**src/rtl/collatz_sweep_driver.sv**
```systemverilog
// rtl/collatz_sweep_driver.sv - sweeps n over an inclusive range through one collatz core call per value
// Tracks the largest returned step count and its n; a watchdog aborts hung calls by resetting the core.
module collatz_sweep_driver #(
    parameter int TIMEOUT_CYCLES = 4096,
    parameter int ABORT_CYCLES   = 2
) (
    input  logic        clk,
    input  logic        reset,
    input  logic        start,
    output logic        ready,
    output logic        finish,
    input  logic [31:0] n_first,
    input  logic [31:0] n_last,
    output logic [31:0] max_steps,
    output logic [31:0] max_n,
    output logic [15:0] timeouts,
    output logic        core_start,
    input  logic        core_ready,
    input  logic        core_finish,
    input  logic [31:0] core_return_val,
    output logic [31:0] core_n,
    output logic        core_reset
);

    localparam int TW = $clog2(TIMEOUT_CYCLES);
    localparam int AW = $clog2(ABORT_CYCLES) + 1;
    localparam logic [TW-1:0] TIMER_LAST = TW'(TIMEOUT_CYCLES - 1);
    localparam logic [AW-1:0] ABORT_LAST = AW'(ABORT_CYCLES - 1);

    typedef enum logic [2:0] {
        IDLE,
        ISSUE,
        WAIT,
        ABORT,
        DONE
    } state_t;

    state_t        state_q, state_d;
    logic [31:0]   last_q, last_d;
    logic [31:0]   cur_n_q, cur_n_d;
    logic [31:0]   max_steps_q, max_steps_d;
    logic [31:0]   max_n_q, max_n_d;
    logic [15:0]   timeouts_q, timeouts_d;
    logic [TW-1:0] timer_q, timer_d;
    logic [AW-1:0] abort_q, abort_d;
    logic          advance;

    always_ff @(posedge clk or negedge reset) begin
        if (!reset) begin
            state_q     <= IDLE;
            last_q      <= '0;
            cur_n_q     <= '0;
            max_steps_q <= '0;
            max_n_q     <= '0;
            timeouts_q  <= '0;
            timer_q     <= '0;
            abort_q     <= '0;
        end else begin
            state_q     <= state_d;
            last_q      <= last_d;
            cur_n_q     <= cur_n_d;
            max_steps_q <= max_steps_d;
            max_n_q     <= max_n_d;
            timeouts_q  <= timeouts_d;
            timer_q     <= timer_d;
            abort_q     <= abort_d;
        end
    end

    always_comb begin
        state_d     = state_q;
        last_d      = last_q;
        cur_n_d     = cur_n_q;
        max_steps_d = max_steps_q;
        max_n_d     = max_n_q;
        timeouts_d  = timeouts_q;
        timer_d     = timer_q;
        abort_d     = abort_q;
        advance     = 1'b0;

        case (state_q)
            IDLE: begin
                if (start) begin
                    last_d      = n_last;
                    cur_n_d     = n_first;
                    max_steps_d = '0;
                    max_n_d     = '0;
                    timeouts_d  = '0;
                    state_d     = (n_last < n_first) ? DONE : ISSUE;
                end
            end
            ISSUE: begin
                if (core_ready) begin
                    timer_d = '0;
                    state_d = WAIT;
                end
            end
            WAIT: begin
                // A result arriving on the timeout cycle is still accepted.
                if (core_finish) begin
                    if (core_return_val > max_steps_q) begin
                        max_steps_d = core_return_val;
                        max_n_d     = cur_n_q;
                    end
                    advance = 1'b1;
                end else if (timer_q == TIMER_LAST) begin
                    abort_d = '0;
                    state_d = ABORT;
                end else begin
                    timer_d = timer_q + 1'b1;
                end
            end
            ABORT: begin
                if (abort_q == '0 && timeouts_q != 16'hFFFF) begin
                    timeouts_d = timeouts_q + 16'd1;
                end
                if (abort_q == ABORT_LAST) begin
                    advance = 1'b1;
                end else begin
                    abort_d = abort_q + 1'b1;
                end
            end
            DONE: begin
                state_d = IDLE;
            end
            default: begin
                state_d = IDLE;
            end
        endcase

        // Equality is checked before incrementing so a sweep ending at 32'hFFFFFFFF never wraps.
        if (advance) begin
            if (cur_n_q == last_q) begin
                state_d = DONE;
            end else begin
                cur_n_d = cur_n_q + 32'd1;
                state_d = ISSUE;
            end
        end
    end

    assign ready      = (state_q == IDLE);
    assign finish     = (state_q == DONE);
    assign core_start = (state_q == ISSUE);
    assign core_n     = cur_n_q;
    assign core_reset = ~reset | (state_q == ABORT);
    assign max_steps  = max_steps_q;
    assign max_n      = max_n_q;
    assign timeouts   = timeouts_q;

endmodule
```
**config.mk**
```make
export PLATFORM = sky130hd
export DESIGN_NAME = collatz_sweep_driver
export DESIGN_NICKNAME = d
export VERILOG_FILES = /design/src/rtl/collatz_sweep_driver.sv
export SDC_FILE = /design/constraint.sdc
export NUM_CORES = 1
export LEC_CHECK = 0
export ABC_CLOCK_PERIOD_IN_PS = 4430
export CORE_MARGIN = 3
export CORE_UTILIZATION = 25
export CTS_CLUSTER_DIAMETER = 80
export DETAILED_ROUTE_END_ITERATION = 8
export GPL_TIMING_DRIVEN = 0
export SYNTH_ARGS = -nofsm -noshare
export SYNTH_HDL_FRONTEND = slang
export SYNTH_SLANG_ARGS = --single-unit
export TNS_END_PERCENT = 10
```
**constraint.sdc**
```tcl
create_clock -name clk -period 4.43 [get_ports clk]
set_input_delay 0.443 -clock clk [delete_from_list [all_inputs] [get_ports clk]]
set_output_delay 0.443 -clock clk [all_outputs]
set_load 0.05 [all_outputs]
```
### Word level (Yosys, flattened, before mapping)

Index checks and enable logic that the tools add are counted.

* add/sub/neg operators: 4
* multipliers: 0
* divide/modulo/power cells: 0
* magnitude comparators: 2
* eq/ne operators: 22
* shift-type cells: 0
* muxes and demuxes: 33
* bitwise operators: 2
* reductions and logical operators: 13

Operator list (count)
* $mux 32: 9
* $pmux 32 s2: 2
* $mux 12: 3
* $add 32x1->32 const B: 1
* $eq 32x32->1: 1
* $gt 32x32->1: 1
* $lt 32x32->1: 1
* $mux 16: 2
* $pmux 16 s2: 1
* $pmux 12 s2: 1
* $mux 3: 7
* $ne 2x2->1 const B: 9
* $add 16x1->16 const B: 1
* $ne 16x16->1 const B: 1
* $add 12x1->12 const B: 1
* $eq 12x12->1 const B: 1
* $pmux 3 s4: 1
* $reduce_and 4->1: 3
* $reduce_bool 2->1: 4
* $eq 3x2->1 const B: 2
* $mux 2: 3
* $ne 3x3->1 const B: 2
* $reduce_and 5->1: 1
* $pmux 2 s2: 1
* 16 further kinds: 17

* bits in registers: 161
* bits in latches: 0
* memory bits (writable): 0
* memory bits (read-only): 0
* bits of input ports: 101
* word-level logic and storage cells: 84
* memories kept: 0

### Depth between registers and ports, before layout

Gate-level depths: netlist (run 1).

* word-level depth: 5
* gate-level depth with buffers: 9
* gate-level depth less buffers: 8

### Worst setup path after synthesis (run 1)

OpenSTA, ideal clock, no wires.

* path kind: register to register
* from: register state_q[2]
* to: register timer_q[10]
* setup time: 0.121 ns
* arrival time: 2.859 ns
* data required time: 4.309 ns
* slack: 1.449 ns
* cell stages (with the launch flop): 8
* period minus slack after synthesis: 2.981 ns
* cells stage by stage: dfrtp_1 -> clkbuf_1 -> nor3b_1 -> nand2_1 -> a311oi_1 -> nand4_1 -> xor2_1 -> nor2_1

* word-level cells in the longest chain between the ends: 3
* elaborated cells on any way between the ends: 8
* those cells by class: 5 x eq/ne; 1 x mux; 2 x reduce/logical

RTL lines
* from (decl): line 38 `state_t state_q, state_d;`
* from (signal assigned): line 59 `state_q <= state_d;`
* $eq 3x1->1 (*)
* net core_start: line 17 `output logic core_start,`
* $ne 2x1->1 (no source line) / $reduce_bool 2->1 (equally long branches)
* $reduce_and 4->1 (no source line)
* to (signal assigned): line 65 `timer_q <= timer_d;`
* to (decl): line 44 `logic [TW-1:0] timer_q, timer_d;`

The timed path passes the listed nets; every way through them passes the cells marked *.
A chain may end at the register's enable or synchronous reset.

### Worst setup path in the final report (run 1)

* from: input core_return_val[23]
* to: register max_steps_q[7] (netlist: max_steps[7])

* word-level cells in the longest chain between the ends: 3

RTL lines
* from (decl): line 20 `input logic [31:0] core_return_val,`
* $gt 32x32->1: line 101 `if (core_return_val > max_steps_q) begin`
* $ne 2x2->1 (no source line)
* $reduce_and 4->1 (no source line)
* to (signal assigned): line 62 `max_steps_q <= max_steps_d;`
* to (decl): line 41 `logic [31:0] max_steps_q, max_steps_d;`

Every way passes these cells.

==> results.md, run 1 <==
* Reg2reg path depth at 9
* CTS tree: done
* CTS root buf: clkbuf_16
* Fin crit share at 0.695
* Synth warn at 0
* First-pass GRT wire length at 51200 um
* Critical path launch point type: primary input
* Crit path kind: in -> reg
* DR vias at around 8500
* CP delay by family, top: compound AO/OA/AOI/OAI gates
* Fin Hold WS at between 15 and 20 ps
* Netlist cell types at 72
* Inst Count DP at 1674
* Final nets at 1394
* Cell Area, Synth at 9380 um^2
* Post-layout min period at between 3000 and 4000 ps
* Crit Reg-Reg Startpoint: max_steps[27]$_DFFE_PN0P_
* Total gr overflow at 0
* Lkg Pwr at 5.49 nW
* CP bufs+invs at 2
* PD cells at 718 nW/um^2
* Vias in the first global route at 8738
* IO Port Bufs at 216
* Initial Util at 0.255
* Setup Viol. Count Final at 0
* CP Data Required Time at just under 5000 ps
* Routed Antenna Nets at 0
* Routed length per placed instance at 19.6 um
* Top_reg_cell synth: dfrtp_1
* Postcts setup bufs at 0
* CTS resizes at 0
* Most common cell in the netlist: dfrtp_1
* Reg-to-reg endpoint: max_steps[7]$_DFFE_PN0P_
* Chip Height at about 200 um
* RSZ-0062 raised after global routing: no
* Top-area cell type share of the netlist area at 0.429
* Die Wd at 200 um
* R2R Setup Slk at about 1400 ps
* DRC Markers at 0
* Post-DP HPWL at 25800 um
* Slew HR at 0.368
* Peak VDD IR at 0.387 mV
* Drt total wl at 33500 um
* Post-synth EDFFs at 0
* TritonCTS Buffers at 17
* Post-synth top cells: 161 x dfrtp_1, 147 x nand2_1, 80 x inv_1
* Worst endpoint data arrival time at 3460 ps
* Fmax at 0.325 GHz
* Rows at 70
* Latest clock arrival within the worst-skew pair at 450 ps
* Starting DRC count in detailed routing at 565
* Syn_nets at 1157
* Top cells by area, synth: dfrtp_1 43%, ha_1 9.1%, a22o_1 6.2%
* Status: completed
* Layout cells sized above 1 at 0.0606
* Area grow syn2layout at 36.6%
* Clock Skew at 14.3 ps
* Design area at 12800 um^2
* Critical-path cell list: clkdlybuf4s50_1 > ha_1 > nand4_1 > or4_4 > o21ai_2 > a311oi_1 > o31ai_4 > buf_6 > a22o_1
* Vias per cell at 4.97
* Slew Viols, Final at 0
* Critical-path maximum fanout at 10
* Post-synth top area cell: dfrtp_1
* # Max-Cap Violations at 0
* Core Region at 36800 um^2
* HP Class: in -> async
* Die area at 39900 um^2
* Num ports at 217
* Clk pin slew, worst setup/hold paths at 70 ps
* Syn_area_per_cell at 9.50 um^2
* Synth Register Bits at 161
* Worst Setup End Kind: flop
* Cell Area, Placed at 12200 um^2
* Fin. Hold Viols at 0
* Worst-case clock buffer depth at 2
* Slowest CP cell: o31ai_4
* Initial antenna violation count at 6
* Max incr delay on CP at around 790 ps
* Mapped Cells at 988
* TritonRoute pass-1 iters at 7
* GRT Util Overall at 0.169
* Register area share after synthesis at 0.429
* Fraction of registers with async set or reset after synthesis at 1.00
* # hold bufs at CTS at 0
* CP Depth at 9
* GP Congestion at ~0.86
* Post-route insts no fill at 1708
* CTS H-tree lvls at 4
* Total clock sinks at approximately 160
* Largest net degree at the start of global routing at 91
* Least-Margin Pin Slew at 940 ps
## routing by layer
metal	routed length, um	share of wire	vias up	track usage
met3	1840	0.055	60	0.0411
met1	14600	0.44	4147	0.214
met5	39	0.0012	-	0
met2	16000	0.48	260	0.276
li1	-	-	4022	-
met4	1030	0.031	6	0.0744
## flip-flops by register name (all words and copies together), names as in the netlist
signal / count
last_q: 32
timer_q: 12
max_steps: 32
timeouts: 16
core_n: 32
state_q: 3
abort_q: 2
max_n: 32
## through the flow
step / setup TNS, ps / setup WS [ps] / power, mW / util
floorplan: 0 / 1450 / 5.73 / -
CTS: 0 / 1310 / 9.28 / 0.348
global placement: -720940 / -4470 / 7.53 / 0.330
detailed placement: 0 / 841 / 7.58 / 0.331
finish: 0 / 1350 / 9.21 / 0.348
global route: 0 / 1140 / 9.74 / 0.348
## cell usage in the layout, fill, tap and decap left out, types with 10 or more instances in the layout
cell,n
clkdlybuf4s50_1,215
nor3_1,18
nand3_1,31
nand2_1,147
and2_1,10
a22o_1,66
and4_1,15
or3_1,11
clkbuf_1,19
and3_1,13
ha_1,68
inv_1,80
nand4_1,26
xnor2_1,40
dfrtp_1,161
o21ai_0,18
a21oi_1,46
buf_2,15
nor2_1,47
clkbuf_16,17
mux2i_1,12
## worst max-delay path by stage
stage | slack [ps] | startpoint | end
2_1_floorplan | 1450 | state_q[2]$_DFFE_PN0P_ | timer_q[10]$_DFFE_PN0P_
3_3_place_gp | -4470 | reset | max_n[16]$_DFFE_PN0P_
3_5_place_dp | 840 | core_return_val[23] | max_steps[9]$_DFFE_PN0P_
4_1_cts | 1310 | max_steps[27]$_DFFE_PN0P_ | max_steps[6]$_DFFE_PN0P_
5_1_grt | 1140 | max_steps[27]$_DFFE_PN0P_ | max_n[31]$_DFFE_PN0P_
6_report | 1350 | core_return_val[23] | max_steps[7]$_DFFE_PN0P_
## cells by family after synthesis
kind of cell,Yosys count,share of synthesized area
mux,17,0.0188
simple gates,347,0.181
fa+ha+maj,68,0.0907
flops,161,0.429
compound gates,217,0.176
xor+xnor,48,0.0448
buf+inv,130,0.0596
## power by group
part           internal (mW)  switching (mW)  total (mW)
clock network          0.974           0.669        1.64
logic                   1.78            3.17        4.94
registers               2.03           0.589        2.62
## cell type report
cell class	instances	area (um^2)
diodes	3	7.51
plain buffers	49	255
clock buffers	19	453
clock inverters	12	181
fillers	3761	24000
inverters	81	304
multi-input cells	697	4800
flip-flops and latches	161	4030
well taps	468	586
repair buffers	218	2200
Note: power is estimated with default switching activity, not from simulation.
==> run 2, diff against run 1 <==
--- a/config.mk
+++ b/config.mk
@@ -5,7 +5,7 @@
 export SDC_FILE = /design/constraint.sdc
 export NUM_CORES = 1
 export LEC_CHECK = 0
-export ABC_CLOCK_PERIOD_IN_PS = 4430
+export ABC_CLOCK_PERIOD_IN_PS = 2500
 export CORE_MARGIN = 3
 export CORE_UTILIZATION = 25
 export CTS_CLUSTER_DIAMETER = 80
==> constraint.sdc (replaced) <==
create_clock -name clk -period 2.5 [get_ports clk]
set_input_delay 0.25 -clock clk [delete_from_list [all_inputs] [get_ports clk]]
set_output_delay 0.25 -clock clk [all_outputs]
set_load 0.05 [all_outputs]
==> run 2 against run 1 <==
The flow now finishes with violations (negative setup slack). Core utilization up 1.8 points. Sequential power up 79%. Setup slack worse by 1600 ps. Design area up 5.1%. Cell count up 1.3%. Non-clock buffer count up 24.
==> results.md, run 2 (synthesized netlist as in run 1, its figures left out) <==
* DR vias at 8698
* Fin. Hold Viols at 0
* Critical path launch point type: flop
* Total clock sinks at 161
* Post-route insts no fill at 1730
* Worst Setup End Kind: flop
* Reg2reg path depth at 10
* Inst Count DP at approximately 1700
* Sequential share of power at 0.278
* Reg-to-reg endpoint: max_n[13]$_DFFE_PN0P_
* DRC Markers at 0
* Commonest non-fill, non-tap cell in the layout: clkdlybuf4s50_1
* Least-Margin Pin Slew at ~770 ps
* CTS root buf: clkbuf_16
* Initial antenna violation count at 2
* Critical-path maximum fanout at 9
* Clk pin slew, worst setup/hold paths at 70 ps
* Slew HR at 0.486
* Slack of the critical path at -212 ps
* TritonCTS Buffers at 17
* Critical-path cell list: inv_2 > ha_1 > nand4_1 > or4_4 > nor4b_4 > o31a_1 > o31ai_4 > buf_12 > clkbuf_16 > a22o_1
* RSZ-0062 raised after global routing: yes
* CTS tree: done
* Highest metal used: met5
* Initial Util at 0.255
* Slowest CP cell: or4_4
* Design area at roughly 13000 um^2
* Num ports at 217
* Die Wd at 200 um
* R2R Setup Slk at -210 ps
* Worst-case clock buffer depth at 2
* Commonest cells after routing, fill and taps aside: 211 x clkdlybuf4s50_1, 146 x nand2_1, 132 x dfrtp_1, 69 x inv_1, 66 x a22o_1
* Failing checks: negative setup slack
* GP Congestion at 0.856
* Clock share of power at 0.162
* Sw frac at 0.482
* Largest net degree at the start of global routing at 95
* Vias per cell at roughly 5
* Pre-CTS setup slack at -1120 ps
* Setup Viol. Count Final at 75
* TritonRoute pass-1 iters at 5
* PD cells at 1260 nW/um^2
* Internal power at ~8.8 mW
* CTS H-tree lvls at 4
* Comb pwr share at 0.560
* Starting DRC count in detailed routing at roughly 520
* IO Port Bufs at 216
* Routed length per placed instance at 19.6 um
* Total gr overflow at 0
* Metal3 WL at 2530 um
* Die area at between 30000 and 40000 um^2
* Final nets at 1418
* Status: finished, violations left
* HP Class: in -> async
* Vias in the first global route at 8765
* Area grow syn2layout at 43.5%
* Latest clock arrival within the worst-skew pair at 450 ps
* First-pass GRT wire length at 51100 um
* Chip Height at around 200 um
* Fmax at 0.369 GHz
* Lkg Pwr at 5.75 nW
* Number of diodes at 0
* Clock Skew at 15.6 ps
* Peak VDD IR at 0.720 mV
* Crit Reg-Reg Startpoint: max_steps[16]$_DFFE_PN0P_
* Post-layout min period at between 2000 and 3000 ps
* Fin crit share at 1.08
* Worst endpoint data arrival time at around 3000 ps
* GRT Util Overall at 0.167
* Post-DP HPWL at around 25000 um
* Sw power at just over 8 mW
* Routed Antenna Nets at 0
* Drt total wl at 33900 um
* Slew Viols, Final at 0
* CP Data Required Time at 2830 ps
* Max incr delay on CP at 600 ps
* # Max-Cap Violations at 0
* Fin Hold WS at ~390 ps
* Met2 wire len at roughly 16000 um
* Fin util at 0.366
* Core Region at between 30000 and 40000 um^2
* Layout cells sized above 1 at 0.147
* Cell Area, Placed at 12300 um^2
* Crit path kind: reg -> reg
* Met1 wire length at between 15000 and 20000 um
* Rows at 70
-- run 2: power by group through the flow --
stage / registers, mW / logic (mW) / clock network (mW)
final: 4.70 / 9.47 / 2.74
after detailed placement: 4.69 / 8.92 / 0
after CTS: 4.69 / 9.35 / 2.79
after global placement: 4.67 / 8.85 / 0
after floorplan: 6.84 / 3.44 / 0
after global routing: 4.83 / 10.1 / 2.89
-- run 2: cell type report --
class	instances	area, um^2
fillers	3669	23300
multi-input cells	697	5090
flip-flops and latches	161	4070
repair buffers	243	2500
well taps	468	586
clock buffers	18	439
plain buffers	48	319
inverters	81	304
clock inverters	14	156
-- run 2: per-stage QoR --
step / TNS, ps / total power, mW
finish: -11630 / 16.9
global route: -21730 / 17.8
detailed placement: -84690 / 13.6
floorplan: -4730 / 10.3
global placement: -1049000 / 13.5
CTS: -4780 / 16.8
-- run 2: how the worst max path moves through the flow --
| stage | start | cells after the start | slack [ps] | to |
|---|---|---|---|---|
| floorplan | max_steps[31]$_DFFE_PN0P_ | 9 | -80 | max_steps[16]$_DFFE_PN0P_ |
| global placement | reset | 1 | -6510 | max_steps[19]$_DFFE_PN0P_ |
| detailed placement | core_return_val[27] | 9 | -1120 | max_n[22]$_DFFE_PN0P_ |
| CTS | max_steps[27]$_DFFE_PN0P_ | 11 | -110 | max_n[13]$_DFFE_PN0P_ |
| global route | max_steps[16]$_DFFE_PN0P_ | 10 | -310 | max_n[12]$_DFFE_PN0P_ |
| finish | max_steps[16]$_DFFE_PN0P_ | 10 | -210 | max_n[13]$_DFFE_PN0P_ |
-- run 2: critical path, delay by kind of cell, from the launching register on --
family	cells	cell delay, ps
simple gates	3	1030
flops	1	390
fa+ha+maj	1	270
compound gates	3	520
buf+inv	3	380
-- run 2: routing by layer --
| layer | global-route usage | vias up |
|---|---|---|
| met2 | 0.273 | 331 |
| met3 | 0.0400 | 36 |
| li1 | - | 4082 |
| met4 | 0.0339 | 2 |
| met5 | 0 | - |
| met1 | 0.227 | 4247 |
-- run 2: repair_timing --
action,in CTS,in global routing
pin swaps,7,4
gates resized for setup,55,21
cloned,2,2
hold endpoints to repair,92,0
setup endpoints to repair,148,150
hold buffers,1,0
setup buffers,20,1
==> run 3, diff against run 2 <==
--- a/config.mk
+++ b/config.mk
@@ -8,7 +8,7 @@
 export ABC_CLOCK_PERIOD_IN_PS = 2500
 export CORE_MARGIN = 3
 export CORE_UTILIZATION = 25
-export CTS_CLUSTER_DIAMETER = 80
+export CTS_CLUSTER_DIAMETER = 100
 export DETAILED_ROUTE_END_ITERATION = 8
 export GPL_TIMING_DRIVEN = 0
 export SYNTH_ARGS = -nofsm -noshare
==> results of run 3 <==
No change in the layout: final DEF, timing and power equal those of run 2.
